**config.mk**
```make
export PLATFORM = sky130hd
export DESIGN_NAME = sync_fifo
export DESIGN_NICKNAME = d
export VERILOG_FILES = /design/src/rtl/sync_fifo_pkg.sv /design/src/rtl/sync_fifo_mem.sv /design/src/rtl/sync_fifo.sv
export SDC_FILE = /design/constraint.sdc
export NUM_CORES = 1
export LEC_CHECK = 0
export ABC_AREA = 1
export CAP_MARGIN = 25
export CELL_PAD_IN_SITES_DETAIL_PLACEMENT = 0
export CELL_PAD_IN_SITES_GLOBAL_PLACEMENT = 1
export CORE_MARGIN = 1.5
export CORE_UTILIZATION = 35
export DETAILED_ROUTE_END_ITERATION = 16
export PLACE_DENSITY_LB_ADDON = 0.2
export SLEW_MARGIN = 40
export SYNTH_ARGS = -nofsm -noshare
export SYNTH_HDL_FRONTEND = slang
export SYNTH_SLANG_ARGS = --single-unit
```
**constraint.sdc**
```tcl
create_clock -name clk -period 4.4 [get_ports clk]
set_input_delay 1.1 -clock clk [delete_from_list [all_inputs] [get_ports clk]]
set_output_delay 1.1 -clock clk [all_outputs]
set_load 0.01 [all_outputs]
```
**src/rtl/sync_fifo_pkg.sv**
```systemverilog
// Default geometry shared by the FIFO top and its storage sub-module.
// Pure declarations: no logic, no latency, no flow control.
// Parameters of the instantiating module override these defaults.
package sync_fifo_pkg;

    localparam int DEF_DATA_WIDTH = 8;
    localparam int DEF_ADDR_WIDTH = 4;
    localparam int DEF_FIFO_DEPTH = 1 << DEF_ADDR_WIDTH;

endpackage

```
**src/rtl/sync_fifo_mem.sv**
```systemverilog
// Simple dual-port array: synchronous write port, synchronous enabled read port.
// Latency: read data registered, valid one cycle after the enabled edge.
// Backpressure: none here; the caller qualifies w_en/r_en against its flags.
module sync_fifo_mem
    import sync_fifo_pkg::*;
#(
    parameter int DATA_WIDTH = DEF_DATA_WIDTH,
    parameter int ADDR_WIDTH = DEF_ADDR_WIDTH,
    parameter int FIFO_DEPTH = DEF_FIFO_DEPTH
) (
    input  logic                  clk,
    input  logic                  rst,
    input  logic                  w_en,
    input  logic [ADDR_WIDTH-1:0] w_addr,
    input  logic [DATA_WIDTH-1:0] w_data,
    input  logic                  r_en,
    input  logic [ADDR_WIDTH-1:0] r_addr,
    output logic [DATA_WIDTH-1:0] r_data
);

    logic [DATA_WIDTH-1:0] mem [FIFO_DEPTH];

    // Storage is deliberately left out of reset; only the output register clears.
    always_ff @(posedge clk) begin
        if (w_en) begin
            mem[w_addr] <= w_data;
        end
    end

    always_ff @(posedge clk or posedge rst) begin
        if (rst) begin
            r_data <= '0;
        end else if (r_en) begin
            r_data <= mem[r_addr];
        end
    end

endmodule

```
**src/rtl/sync_fifo.sv**
```systemverilog
// Single-clock FIFO with registered read data, full/empty flags and level counters.
// Latency: written word readable next cycle; read data valid one cycle after accept.
// Backpressure: writes when full and reads when empty are silently dropped.
module sync_fifo
    import sync_fifo_pkg::*;
#(
    parameter int DATA_WIDTH = DEF_DATA_WIDTH,
    parameter int FIFO_DEPTH = DEF_FIFO_DEPTH,
    parameter int ADDR_WIDTH = DEF_ADDR_WIDTH
) (
    input  logic                  clk,
    input  logic                  rst,
    input  logic                  w_en,
    input  logic [DATA_WIDTH-1:0] w_data,
    input  logic                  r_en,
    output logic [DATA_WIDTH-1:0] r_data,
    output logic                  is_empty,
    output logic                  is_full,
    output logic [ADDR_WIDTH:0]   data_avail,
    output logic [ADDR_WIDTH:0]   room_avail
);

    localparam logic [ADDR_WIDTH:0]   DEPTH_CNT = (ADDR_WIDTH+1)'(FIFO_DEPTH);
    localparam logic [ADDR_WIDTH:0]   CNT_ONE   = (ADDR_WIDTH+1)'(1);
    localparam logic [ADDR_WIDTH-1:0] PTR_ONE   = ADDR_WIDTH'(1);

    logic [ADDR_WIDTH-1:0] wptr;
    logic [ADDR_WIDTH-1:0] rptr;
    logic [ADDR_WIDTH:0]   count;
    logic                  wr_ok;
    logic                  rd_ok;

    // Both sides qualify against this cycle's flags, so an empty FIFO never writes through.
    assign wr_ok = w_en && !is_full;
    assign rd_ok = r_en && !is_empty;

    always_ff @(posedge clk or posedge rst) begin
        if (rst) begin
            wptr  <= '0;
            rptr  <= '0;
            count <= '0;
        end else begin
            if (wr_ok) begin
                wptr <= wptr + PTR_ONE;
            end
            if (rd_ok) begin
                rptr <= rptr + PTR_ONE;
            end
            case ({wr_ok, rd_ok})
                2'b10:   count <= count + CNT_ONE;
                2'b01:   count <= count - CNT_ONE;
                default: count <= count;
            endcase
        end
    end

    assign is_empty   = (count == '0);
    assign is_full    = (count == DEPTH_CNT);
    assign data_avail = count;
    assign room_avail = DEPTH_CNT - count;

    sync_fifo_mem #(
        .DATA_WIDTH (DATA_WIDTH),
        .ADDR_WIDTH (ADDR_WIDTH),
        .FIFO_DEPTH (FIFO_DEPTH)
    ) u_mem (
        .clk    (clk),
        .rst    (rst),
        .w_en   (wr_ok),
        .w_addr (wptr),
        .w_data (w_data),
        .r_en   (rd_ok),
        .r_addr (rptr),
        .r_data (r_data)
    );

endmodule

```
==> metrics, run 1 <==
I/O pin total=32; Setup WS pre-CTS=between 1000 and 1500 ps; wire per inst=about 18 µm; VDD IR-drop max=between 0.6 and 0.7 mV; CTS tree=built; Req. time, crit path=~3300 ps; setup_tns=0 ps; CTS clk-pin slew, worst paths=roughly 60 ps; Min-Delay Path Class=reg2reg; 1st-iter DRT viols=340; total gr overflow=0; Slew Limit Fails=0; cell accounting for the most synthesized area=edfxtp_1; Initial Util=a little over a third; final WL=between 10000 and 15000 µm; DRC viols=0; top post-synthesis cells by area=edfxtp_1 (61%), nand2_1 (13%), dfrtp_1 (8.3%), nand3_1 (7.2%), ha_1 (2.2%); Worst Setup End Kind=output pin; synth warn=0; Yosys top cell area share=between 60% and 70%; Worst-Skew Late Latency=around 420 ps; detail-routed via count per cell=a little under 5; period utilisation layout=about 75%; Die Y-Extent=roughly 140 µm; Synth Area per Inst=11.1 µm²; hpwl dp=~9500 µm; Hold Vio Cnt, Final=0; crit start category=flop; Main synth FF type=edfxtp_1; Mapped Nets=approximately 590; Yosys cell types=19; Arr. time, crit path=approximately 2200 ps; Worst Slack Setup Final=around 1100 ps; RSZ-0062 raised after global routing=no; Leak Pwr=2.92 nW; IO buf count=31; largest net degree at the start of global routing=68; initial antenna violation count=0; post-route ant nets=0; fmax=about 0.30 GHz; Post-Syn Area=about 6300 µm²; Final Setup Violations=0; #FFs+latches synth=about 150; most common cell in the netlist=nand2_1; Post-Layout Cell Count=838; TritonCTS buffer count=17; vias in the first global route=approximately 4000; worst-margin pin slew=between 800 and 900 ps; postcts setup bufs=0; Resize count post-CTS=0; cell count after placement=between 800 and 900; layout cell share with drive strength beyond 1=6.53%; Total GRT Usage=between 15 and 20%; fin util=42.7%; outcome=finished, final reports clean; Post-synth top cells=nand2_1 (221), edfxtp_1 (128), nand3_1 (91); Seq/Total Area, Yosys=69.3%; Tot Pwr=5.27 mW; # hold bufs at CTS=0; Die Span X=~140 µm; Die ar.=between 15000 and 20000 µm²; Worst Skew=9.88 ps; Root Buffer=clkbuf_16; row count=48; placed inst area=approximately 6800 µm²; PD cells=between 700 and 800 nW/µm²; Crit Path Max Fanout=6; Hold Slack=about 480 ps; WS Path Type=reg2out; min cycle time layout=3300 ps; async set-or-reset flop fraction in the synthesized netlist=between 10 and 15%; GP Congestion=between 0.8 and 0.9; first-pass GRT wire length=approximately 23000 µm; n_diodes=0; first-pass iteration count of the detailed router=5; Synth Instances=570; CTS Sinks=149; Layout Nets=roughly 620; Slew Limit Headroom=a little under half; Finished Cell Area=around 7400 µm²; Core Area=17400 µm²; # fillers=about 1700; Post-synth EDFFs=128; clk buf depth=2; via count=4072; htree depth=4; max_cap viols=0; Layout area overhead=18.1%
-- cell usage in the layout (no fill, tap or decap), drive strengths merged --
cell | Yosys | routed
a21boi | 1 | 1
a21oi | 8 | 8
buf | 23 | 3
bufinv | 0 | 6
clkbuf | 0 | 17
clkdlybuf4s50 | 0 | 31
clkinv | 2 | 9
clkinvlp | 0 | 1
dfrtp | 21 | 21
edfxtp | 128 | 128
ha | 11 | 11
inv | 23 | 24
nand2 | 221 | 221
nand3 | 91 | 91
nand4 | 1 | 1
nor2 | 22 | 22
o21ai | 5 | 5
xnor2 | 3 | 3
xor2 | 10 | 10
-- cell families (layout without fill, tap and decap cells) --
logic type / after synthesis / after routing / synth area share [%]
XOR/XNOR: 13 / 13 / 1.81
buffers and inverters: 48 / 91 / 3.65
flip-flops: 149 / 149 / 69.3
AND/OR/NAND/NOR: 335 / 335 / 21.9
AO/OA/AOI/OAI: 14 / 14 / 1.15
adder cells (fa/ha/maj): 11 / 11 / 2.18
-- power breakdown --
part	internal, mW	switching [mW]	leakage (nW)	total [mW]
Clock	1.06	0.556	0.322	1.61
Combinational	0.601	1.16	1.19	1.76
Sequential	1.76	0.142	1.41	1.90
-- critical path, stage by stage, from the launching register on --
cell and delay (ps):
dfrtp_1 460, inv_1 110, ha_1 190, nand2_1 70, nor2_1 140, ha_1 260, inv_1 50, clkdlybuf4s50_1 520
-- routing by layer --
layer	track usage, %	routed length [µm]	vias to the layer above	part of all wire [%]
li1	-	-	1983	-
met1	21.3	6440	1969	44
met2	29.6	7460	103	50
met3	3.68	653	17	4.4
met4	6.37	244	0	1.6
met5	0	0	-	0
-- registers in the layout, indices dropped and copies added (netlist names) --
name and count:
u_mem.mem 128, u_mem.r_data 8, data_avail 5, rptr 4
wptr 4
-- final timing paths --
path,slack (ps),depth (start not counted),from,endpoint
hold / removal,480,2,u_mem.r_data[0],u_mem.r_data[0]
setup reg to reg,1530,18,data_avail[0],data_avail[4]
min in group asynchronous,1040,2,rst,data_avail[4]
setup / recovery,1100,7,data_avail[0],room_avail[4]
max in group asynchronous,2990,2,rst,rptr[0]
hold reg to reg,480,2,u_mem.r_data[0],u_mem.r_data[0]
-- final cells by class --
class                      count  area (µm²)  share of cell area, %
clock buffer                  17         425                   5.72
tap                          225         282                   3.78
sequential                   149        4370                   58.7
inverter                      25        96.3                   1.29
multi-input combinational    373        1700                   22.9
clock inverter                15         233                   3.13
timing repair buffer          34         333                   4.47
(Power assumes the default switching activity.)
==> run 2: changes to the inputs <==
==> constraint.sdc (replaced) <==
create_clock -name clk -period 3.43 [get_ports clk]
set_input_delay 0.8575 -clock clk [delete_from_list [all_inputs] [get_ports clk]]
set_output_delay 0.8575 -clock clk [all_outputs]
set_load 0.01 [all_outputs]
==> metrics, run 2 (synthesis results as in run 1) <==
clk buf depth=2; Slew Limit Headroom=between 40% and 50%; final WL=around 16000 µm; vias in the first global route=between 4000 and 5000; Total GRT Usage=~18%; total gr overflow=0; CTS clk-pin slew, worst paths=60 ps; outcome=finished, final reports clean; GP Congestion=roughly 0.85; setup_tns=0 ps; post-route ant nets=0; Worst Setup End Kind=output pin; Worst-Skew Late Latency=420 ps; period utilisation layout=approximately 90%; I/O pin total=32; fin util=between 40% and 50%; Req. time, crit path=about 2600 ps; Reg power frac=a little under two fifths; Crit Path Max Fanout=6; fmax=around 0.33 GHz; first-pass iteration count of the detailed router=5; initial antenna violation count=0; Layout area overhead=17.9%; most frequent cells in the layout=nand2_1 (221), edfxtp_1 (128), nand3_1 (91); RSZ-0062 raised after global routing=no; WS Path Type=reg2out; 1st-iter DRT viols=~290; row count=48; wire per inst=18.4 µm; Final Setup Violations=0; Setup WS pre-CTS=between 600 and 700 ps; sequential standard cell area=~4400 µm²; switching pwr=around 2.4 mW; # hold bufs at CTS=0; Largest register FFs=~130; Die Y-Extent=137 µm; max_cap viols=0; largest net degree at the start of global routing=68; commonest non-fill, non-tap cell in the layout=nand2_1; Min-Delay Path Class=reg2reg; htree depth=4; switch share=approximately 36%; Layout Nets=approximately 640; Int Power=4.18 mW; Resize count post-CTS=0; crit start category=flop; Die Span X=roughly 140 µm; Worst Skew=~5.4 ps; Finished Cell Area=about 7400 µm²; Root Buffer=clkbuf_16; n_diodes=0; hpwl dp=between 10000 and 15000 µm; Worst Slack Setup Final=360 ps; placed inst area=between 6000 and 7000 µm²; CTS tree=built; CTS Sinks=~150; Leak Pwr=roughly 2.9 nW; min cycle time layout=between 3000 and 4000 ps; postcts setup bufs=0; IO buf count=31; DRC viols=0; TritonCTS buffer count=17; Hold Vio Cnt, Final=0; worst-margin pin slew=831 ps; Initial Util=36.2%; VDD IR-drop max=0.490 mV; Core Area=approximately 17000 µm²; first-pass GRT wire length=~24000 µm; Reg with most FFs=u_mem.mem; Hold Slack=~480 ps; Arr. time, crit path=approximately 2200 ps; Die ar.=approximately 19000 µm²; PD cells=around 880 nW/µm²; detail-routed via count per cell=roughly 4.9; # fillers=about 1700; combinational power share=34.7%; Multi-input gate area=about 1700 µm²; layout cell share with drive strength beyond 1=8.00%; via count=4182; Slew Limit Fails=0; power share of the clock group=roughly 28%
run 2: cell types whose count changed in the layout (fill, tap and decap cells not counted), sizes merged:
cell	change
buf	+15
bufinv	-3
clkbuf	+3
clkdlybuf4s50	-3
clkinv	+1
inv	-1
run 2: critical path, cell delays in order, from the launching register on:
cell and delay (ps):
dfrtp_1 450, inv_1 100, ha_1 190, nand2_1 70, nor2_1 150, ha_1 260, inv_1 50, clkdlybuf4s50_1 520
run 2: final cells by class:
cell class                      instances  area share [%]
Clock buffer                           20            5.88
Clock inverter                         12            1.84
Inverter                               25            1.26
Multi-Input combinational cell        373            22.9
Sequential cell                       149            58.8
Tap cell                              225            3.79
Timing Repair Buffer                   46            5.49
run 2: worst paths after layout:
check,to,from,slack (ps),depth (start not counted)
setup / recovery,room_avail[4],data_avail[0],360,7
setup reg to reg,data_avail[4],data_avail[0],830,16
min in group asynchronous,wptr[0],rst,780,2
hold reg to reg,u_mem.r_data[7],u_mem.r_data[7],480,2
hold / removal,u_mem.r_data[7],u_mem.r_data[7],480,2
max in group asynchronous,rptr[0],rst,2290,2
run 2: stage by stage:
step / std cells / power, mW
finish: 850 / 6.55
floorplan: 570 / 3.93
detailed placement: 818 / 4.79
global route: 850 / 7.01
CTS: 850 / 6.63
global placement: 818 / 4.79
run 2: power groups by stage:
stage                     Clock, mW  Combinational, mW  Sequential [mW]
after floorplan                   0               1.49             2.43
final                          1.82               2.27             2.45
after CTS                      1.85               2.32             2.45
after detailed placement          0               2.31             2.49
after global placement            0               2.30             2.48
after global routing           1.94               2.59             2.49
run 2: layer usage:
metal	part of all wire (%)	wire (µm)	GRT usage [%]	vias up
met1	46	7180	24.0	2063
li1	-	-	-	2006
met4	1.6	245	5.73	0
met5	0	0	0	-
met3	3.3	523	4.71	22
met2	49	7710	29.6	91
